==> src/rtl/mem_arb_pkg.sv <==
// Shared types and default constants for the unified instruction/data memory arbiter.
package mem_arb_pkg;

    localparam int unsigned ADDR_W_DEF         = 32;
    localparam int unsigned DATA_W_DEF         = 32;
    localparam int unsigned TIMEOUT_CYCLES_DEF = 255;

    typedef enum logic [1:0] {
        IDLE    = 2'd0,
        IF_BUSY = 2'd1,
        DM_BUSY = 2'd2
    } arb_state_e;

endpackage

==> src/rtl/arb_watchdog.sv <==
// Counts consecutive stalled BUSY cycles; flags expiry in the cycle the count reaches the limit.
module arb_watchdog
    import mem_arb_pkg::*;
#(
    parameter int unsigned TIMEOUT_CYCLES = TIMEOUT_CYCLES_DEF
) (
    input  logic clk,
    input  logic rst,
    input  logic busy,
    input  logic ready,
    output logic expired
);

    localparam int unsigned CNT_W = $clog2(TIMEOUT_CYCLES + 1);

    logic [CNT_W-1:0] cnt_q;

    // cnt_q holds the stalled cycles before this one, so expiry fires on the Nth stalled cycle
    assign expired = busy & ~ready & (cnt_q == CNT_W'(TIMEOUT_CYCLES - 1));

    always_ff @(posedge clk or posedge rst) begin
        if (rst) begin
            cnt_q <= '0;
        end else if (~busy | ready | expired) begin
            cnt_q <= '0;
        end else begin
            cnt_q <= cnt_q + CNT_W'(1);
        end
    end

endmodule

==> src/rtl/unified_mem_arbiter.sv <==
// Fixed-priority (data over fetch) arbiter onto one hold-until-ready memory port.
// Optional watchdog abort is enabled by defining ARB_TIMEOUT_EN.
module unified_mem_arbiter
    import mem_arb_pkg::*;
#(
    parameter int unsigned ADDR_W         = ADDR_W_DEF,
    parameter int unsigned DATA_W         = DATA_W_DEF,
    parameter int unsigned TIMEOUT_CYCLES = TIMEOUT_CYCLES_DEF
) (
    input  logic                clk,
    input  logic                rst,
    input  logic                if_req,
    input  logic [ADDR_W-1:0]   if_addr,
    input  logic                if_kill,
    output logic [DATA_W-1:0]   if_rdata,
    output logic                if_done,
    input  logic                dm_read,
    input  logic                dm_write,
    input  logic [ADDR_W-1:0]   dm_addr,
    input  logic [DATA_W-1:0]   dm_wdata,
    input  logic [DATA_W/8-1:0] dm_wstrb,
    output logic [DATA_W-1:0]   dm_rdata,
    output logic                dm_done,
    output logic                mem_req,
    output logic                mem_we,
    output logic [ADDR_W-1:0]   mem_addr,
    output logic [DATA_W-1:0]   mem_wdata,
    output logic [DATA_W/8-1:0] mem_wstrb,
    input  logic [DATA_W-1:0]   mem_rdata,
    input  logic                mem_ready,
    output logic                stall_f,
    output logic                stall_m,
    output logic                bus_err
);

    arb_state_e          state_q;
    logic                mem_req_q;
    logic                mem_we_q;
    logic [ADDR_W-1:0]   mem_addr_q;
    logic [DATA_W-1:0]   mem_wdata_q;
    logic [DATA_W/8-1:0] mem_wstrb_q;
    logic                kill_q;
    logic                expired;
    logic                busy;
    logic                finish;

    assign busy   = (state_q != IDLE);
    assign finish = busy & (mem_ready | expired);

`ifdef ARB_TIMEOUT_EN
    arb_watchdog #(
        .TIMEOUT_CYCLES(TIMEOUT_CYCLES)
    ) u_watchdog (
        .clk    (clk),
        .rst    (rst),
        .busy   (busy),
        .ready  (mem_ready),
        .expired(expired)
    );
`else
    logic unused_timeout;
    assign unused_timeout = |TIMEOUT_CYCLES;
    assign expired        = 1'b0;
`endif

    always_ff @(posedge clk or posedge rst) begin
        if (rst) begin
            state_q     <= IDLE;
            mem_req_q   <= 1'b0;
            mem_we_q    <= 1'b0;
            mem_addr_q  <= '0;
            mem_wdata_q <= '0;
            mem_wstrb_q <= '0;
            kill_q      <= 1'b0;
        end else begin
            case (state_q)
                IDLE: begin
                    kill_q <= 1'b0;
                    if (dm_read | dm_write) begin
                        state_q     <= DM_BUSY;
                        mem_req_q   <= 1'b1;
                        mem_we_q    <= dm_write;
                        mem_addr_q  <= dm_addr;
                        mem_wdata_q <= dm_write ? dm_wdata : '0;
                        mem_wstrb_q <= dm_write ? dm_wstrb : '0;
                    end else if (if_req & ~if_kill) begin
                        state_q     <= IF_BUSY;
                        mem_req_q   <= 1'b1;
                        mem_we_q    <= 1'b0;
                        mem_addr_q  <= if_addr;
                        mem_wdata_q <= '0;
                        mem_wstrb_q <= '0;
                    end
                end
                IF_BUSY, DM_BUSY: begin
                    // a killed fetch still runs to completion on the backend
                    if (finish) begin
                        state_q   <= IDLE;
                        mem_req_q <= 1'b0;
                        kill_q    <= 1'b0;
                    end else if ((state_q == IF_BUSY) & if_kill) begin
                        kill_q <= 1'b1;
                    end
                end
                default: begin
                    state_q   <= IDLE;
                    mem_req_q <= 1'b0;
                    kill_q    <= 1'b0;
                end
            endcase
        end
    end

    assign mem_req   = mem_req_q;
    assign mem_we    = mem_we_q;
    assign mem_addr  = mem_addr_q;
    assign mem_wdata = mem_wdata_q;
    assign mem_wstrb = mem_wstrb_q;

    assign dm_done  = (state_q == DM_BUSY) & (mem_ready | expired);
    assign if_done  = (state_q == IF_BUSY) & ((mem_ready & ~kill_q & ~if_kill) | expired);
    assign bus_err  = expired;
    assign if_rdata = (if_done & ~expired) ? mem_rdata : '0;
    assign dm_rdata = (dm_done & ~expired) ? mem_rdata : '0;

    assign stall_f = if_req & ~if_done;
    assign stall_m = (dm_read | dm_write) & ~dm_done;

endmodule
==> config.mk <==
export PLATFORM = sky130hd
export DESIGN_NAME = unified_mem_arbiter
export DESIGN_NICKNAME = d
export VERILOG_FILES = /design/src/rtl/mem_arb_pkg.sv /design/src/rtl/arb_watchdog.sv /design/src/rtl/unified_mem_arbiter.sv
export SDC_FILE = /design/constraint.sdc
export NUM_CORES = 1
export LEC_CHECK = 0
export CORE_MARGIN = 2
export CORE_UTILIZATION = 31
export DETAILED_ROUTE_END_ITERATION = 16
export GPL_TIMING_DRIVEN = 0
export PLACE_DENSITY = 0.78
export SKIP_CTS_REPAIR_TIMING = 1
export SLEW_MARGIN = 20
export SYNTH_ARGS = -nofsm -noshare
export SYNTH_HDL_FRONTEND = slang
export SYNTH_SLANG_ARGS = --single-unit
==> constraint.sdc <==
create_clock -name clk -period 2.45 [get_ports clk]
set_clock_uncertainty 0.1 [all_clocks]
set_input_delay 0.3675 -clock clk [delete_from_list [all_inputs] [get_ports clk]]
set_output_delay 0.3675 -clock clk [all_outputs]
set_load 0.01 [all_outputs]
==> impl_metrics.json <==
{
  "crit_type": "reg -> out",
  "nets": 731,
  "yosysWarningCount": 0,
  "fin_ws_ns": -0.0728,
  "maxCapViolations": 0,
  "wl_met2_mm": 7.06,
  "met3WireLength_mm": 1.04,
  "core_mm2": 0.0114,
  "hold_violations": 0,
  "antenna_violating_nets_post_route": 0,
  "crit_arrival_ns": 2.06,
  "drc": 0,
  "cts_root_buf": "clkbuf_16",
  "clockBufferDepth": 2,
  "seq_area_mm2": 0.00183,
  "totalWireLength_mm": 12.8,
  "synth_cell_types": 27,
  "cts_tree": "done",
  "cpMaxStageDelayCell": "dfrtp_1",
  "synth.most_common_cell": "dfrtp_1",
  "reg2reg_slack_ns": 0.50,
  "highest_layer": "met4",
  "leakagePower_nw": 3.56,
  "fp.dieW_um": 112,
  "die-height_um": 112,
  "hold_ws_ns": 0.316,
  "synth.top_cells.by_count": "dfrtp_1, mux2_2, a22o_1, and2_1, and3_1",
  "via_per_inst": 4.79,
  "cts_made_buffers": 9,
  "synthFlopType": "dfrtp_1",
  "fin_crit_ns": 2.52,
  "antenna_found_initial": 0,
  "yosysTopAreaCellShare_pct": 50.5,
  "place_congestion": 0.893,
  "grt_use_total_pct": 19.7,
  "netlist_area_mm2": 0.00362,
  "grt_pass1_vias": 3751,
  "start_util_pct": 31.7,
  "synth_area_leaders": "dfrtp_1, mux2_2, a22o_1",
  "clk_pin_slew_ns": 0.05,
  "fmax_mhz": 396,
  "yosys.area.top_type": "dfrtp_1",
  "rsz0062_at_grt": "true",
  "final_max_slew_viol_count": 0,
  "worstSetupStartpointType": "register",
  "worst-path-max-fanout": 6,
  "fill_cells": 942,
  "diodes": 0,
  "grt_max_degree": 41,
  "async_flop_share_pct": 100,
  "clkLatencyLatePin_ns": 0.32,
  "instances_no_fill": 735,
  "synth_seq_cells": 73,
  "drive_gt1_share_pct": 20.3,
  "synth_edf_count": 0,
  "syn_area_per_cell_um2": 12.4,
  "drt_iter0_drc": 161,
  "hold_path.class": "in -> async",
  "dp_cells": 711,
  "yosysSeqAreaShare_pct": 50.5,
  "max_stage_delay_ns": 0.41,
  "status": "finished, violations left",
  "grt_pass1_wl_mm": 19.5,
  "io_buffers": 276,
  "syn_inst": 291,
  "violations": "setup timing",
  "std_cell_rows": 39,
  "vias": 3519,
  "firstDrtPassIters": 4,
  "cp_common_cell": "buf_4",
  "cts-htree-levels": 3,
  "cts.sinks": 73,
  "syn2layout_area_growth_pct": 93.6,
  "routedWlPerCell_um": 17.5,
  "overflow": 0,
  "ios": 278,
  "fp.dieArea_mm2": 0.0125,
  "multi_input_area_mm2": 0.00166,
  "syn_nets": 433,
  "power_density_mw_per_mm2": 979,
  "crit_path_cell_trace": "inv_1 > ha_1 > nand2_1 > nor3_4 > buf_6 > buf_4 > buf_2 > buf_4 > and2_1 > dlymetal6s2s_1",
  "hpwl_mm": 10.2,
  "vdd_ir_drop_max_mv": 0.608,
  "period_share_pct": 103,
  "finalSetupViolCount": 2,
  "setup.worst_path.end_class": "primary output",
  "cp.required_ns": 1.98,
  "m1WireLength_mm": 4.49
}
sequential cells by signal, summed over array words and instances (netlist names):
register	cells
mem_we	1
mem_addr	32
state_q	2
mem_wstrb	4
kill_q	1
mem_wdata	32
mem_req	1
worst paths after layout:
| kind | from | to | depth (start not counted) |
|---|---|---|---|
| max | state_q[1]$_DFFE_PP0P_ | if_rdata[17] | 10 |
| min | rst | mem_wdata[7]$_DFFE_PP0P_ | 2 |
| max reg2reg | state_q[0]$_DFFE_PP0P_ | mem_addr[22]$_DFFE_PP0P_ | 6 |
| min reg2reg | mem_we$_DFFE_PP0P_ | mem_we$_DFFE_PP0P_ | 1 |
| max in group asynchronous | rst | mem_addr[28]$_DFFE_PP0P_ | 3 |
| min in group clk | mem_we$_DFFE_PP0P_ | mem_we$_DFFE_PP0P_ | 1 |
worst max-delay path: cells and delay by family, from the launching register on:
kind	cells	cell delay, ns
buf+inv	6	0.74
simple gates	3	0.42
flops	1	0.41
fa+ha+maj	1	0.17
cell type report:
| type | instances | area share (%) |
|---|---|---|
| repair buffers | 287 | 41.4 |
| flip-flops and latches | 73 | 26.1 |
| multi-input cells | 190 | 23.7 |
| clock buffers | 10 | 3.27 |
| well taps | 143 | 2.55 |
| plain buffers | 25 | 2.52 |
| clock inverters | 4 | 0.322 |
| inverters | 3 | 0.196 |
stage by stage:
step | setup slack (ns) | setup TNS [ns] | cell area, µm² | util [%] | total power, W
after floorplan | 0.129 | 0 | 3620 | - | 0.00374
after global placement | -1.03 | -91.33 | 6560 | 57.4 | 0.00558
after detailed placement | -0.549 | -19.56 | 6580 | 57.6 | 0.00570
after CTS | -0.554 | -21.91 | 6830 | 59.8 | 0.00686
after global routing | -0.193 | -1.54 | 7000 | 61.3 | 0.00725
final | -0.0728 | -0.143 | 7000 | 61.3 | 0.00685
placed cells by master (no fill, tap or decap), drive strengths merged:
cell type and instances:
a21bo 2, a21o 1, a21oi 1, a221o 1
a22o 36, a32o 2, and2 34, and3 32
and3b 1, buf 26, clkbuf 27, clkdlybuf4s50 238
clkinv 3, clkinvlp 1, conb 1, dfrtp 73
dlymetal6s2s 31, ha 3, inv 3, mux2 64
nand2 3, nand2b 2, nor2 3, nor2b 2
nor3 1, o21ai 1
kinds of logic (layout without fill, tap and decap cells):
logic type	count (synthesis)	after routing	share of synthesized area, %
AND/OR/NAND/NOR	78	78	13.7
flip-flops	73	73	50.5
multiplexers	64	64	19.9
AO/OA/AOI/OAI	44	44	10.6
buffers and inverters	28	329	4.18
adder cells (fa/ha/maj)	3	3	1.04
other	1	1	0.104
routing by layer:
metal  vias to the layer above  global-route usage, %
met5                         -                      0
met4                         0                   6.83
met3                        20                   5.08
met2                       165                   38.3
met1                      1695                   20.2
li1                       1639                      -
power breakdown:
part	internal [W]	switching, W
registers	0.00176	0.000307
logic	0.00219	0.00146
clock network	0.000668	0.000464
Power figures use the tool's default switching activity.
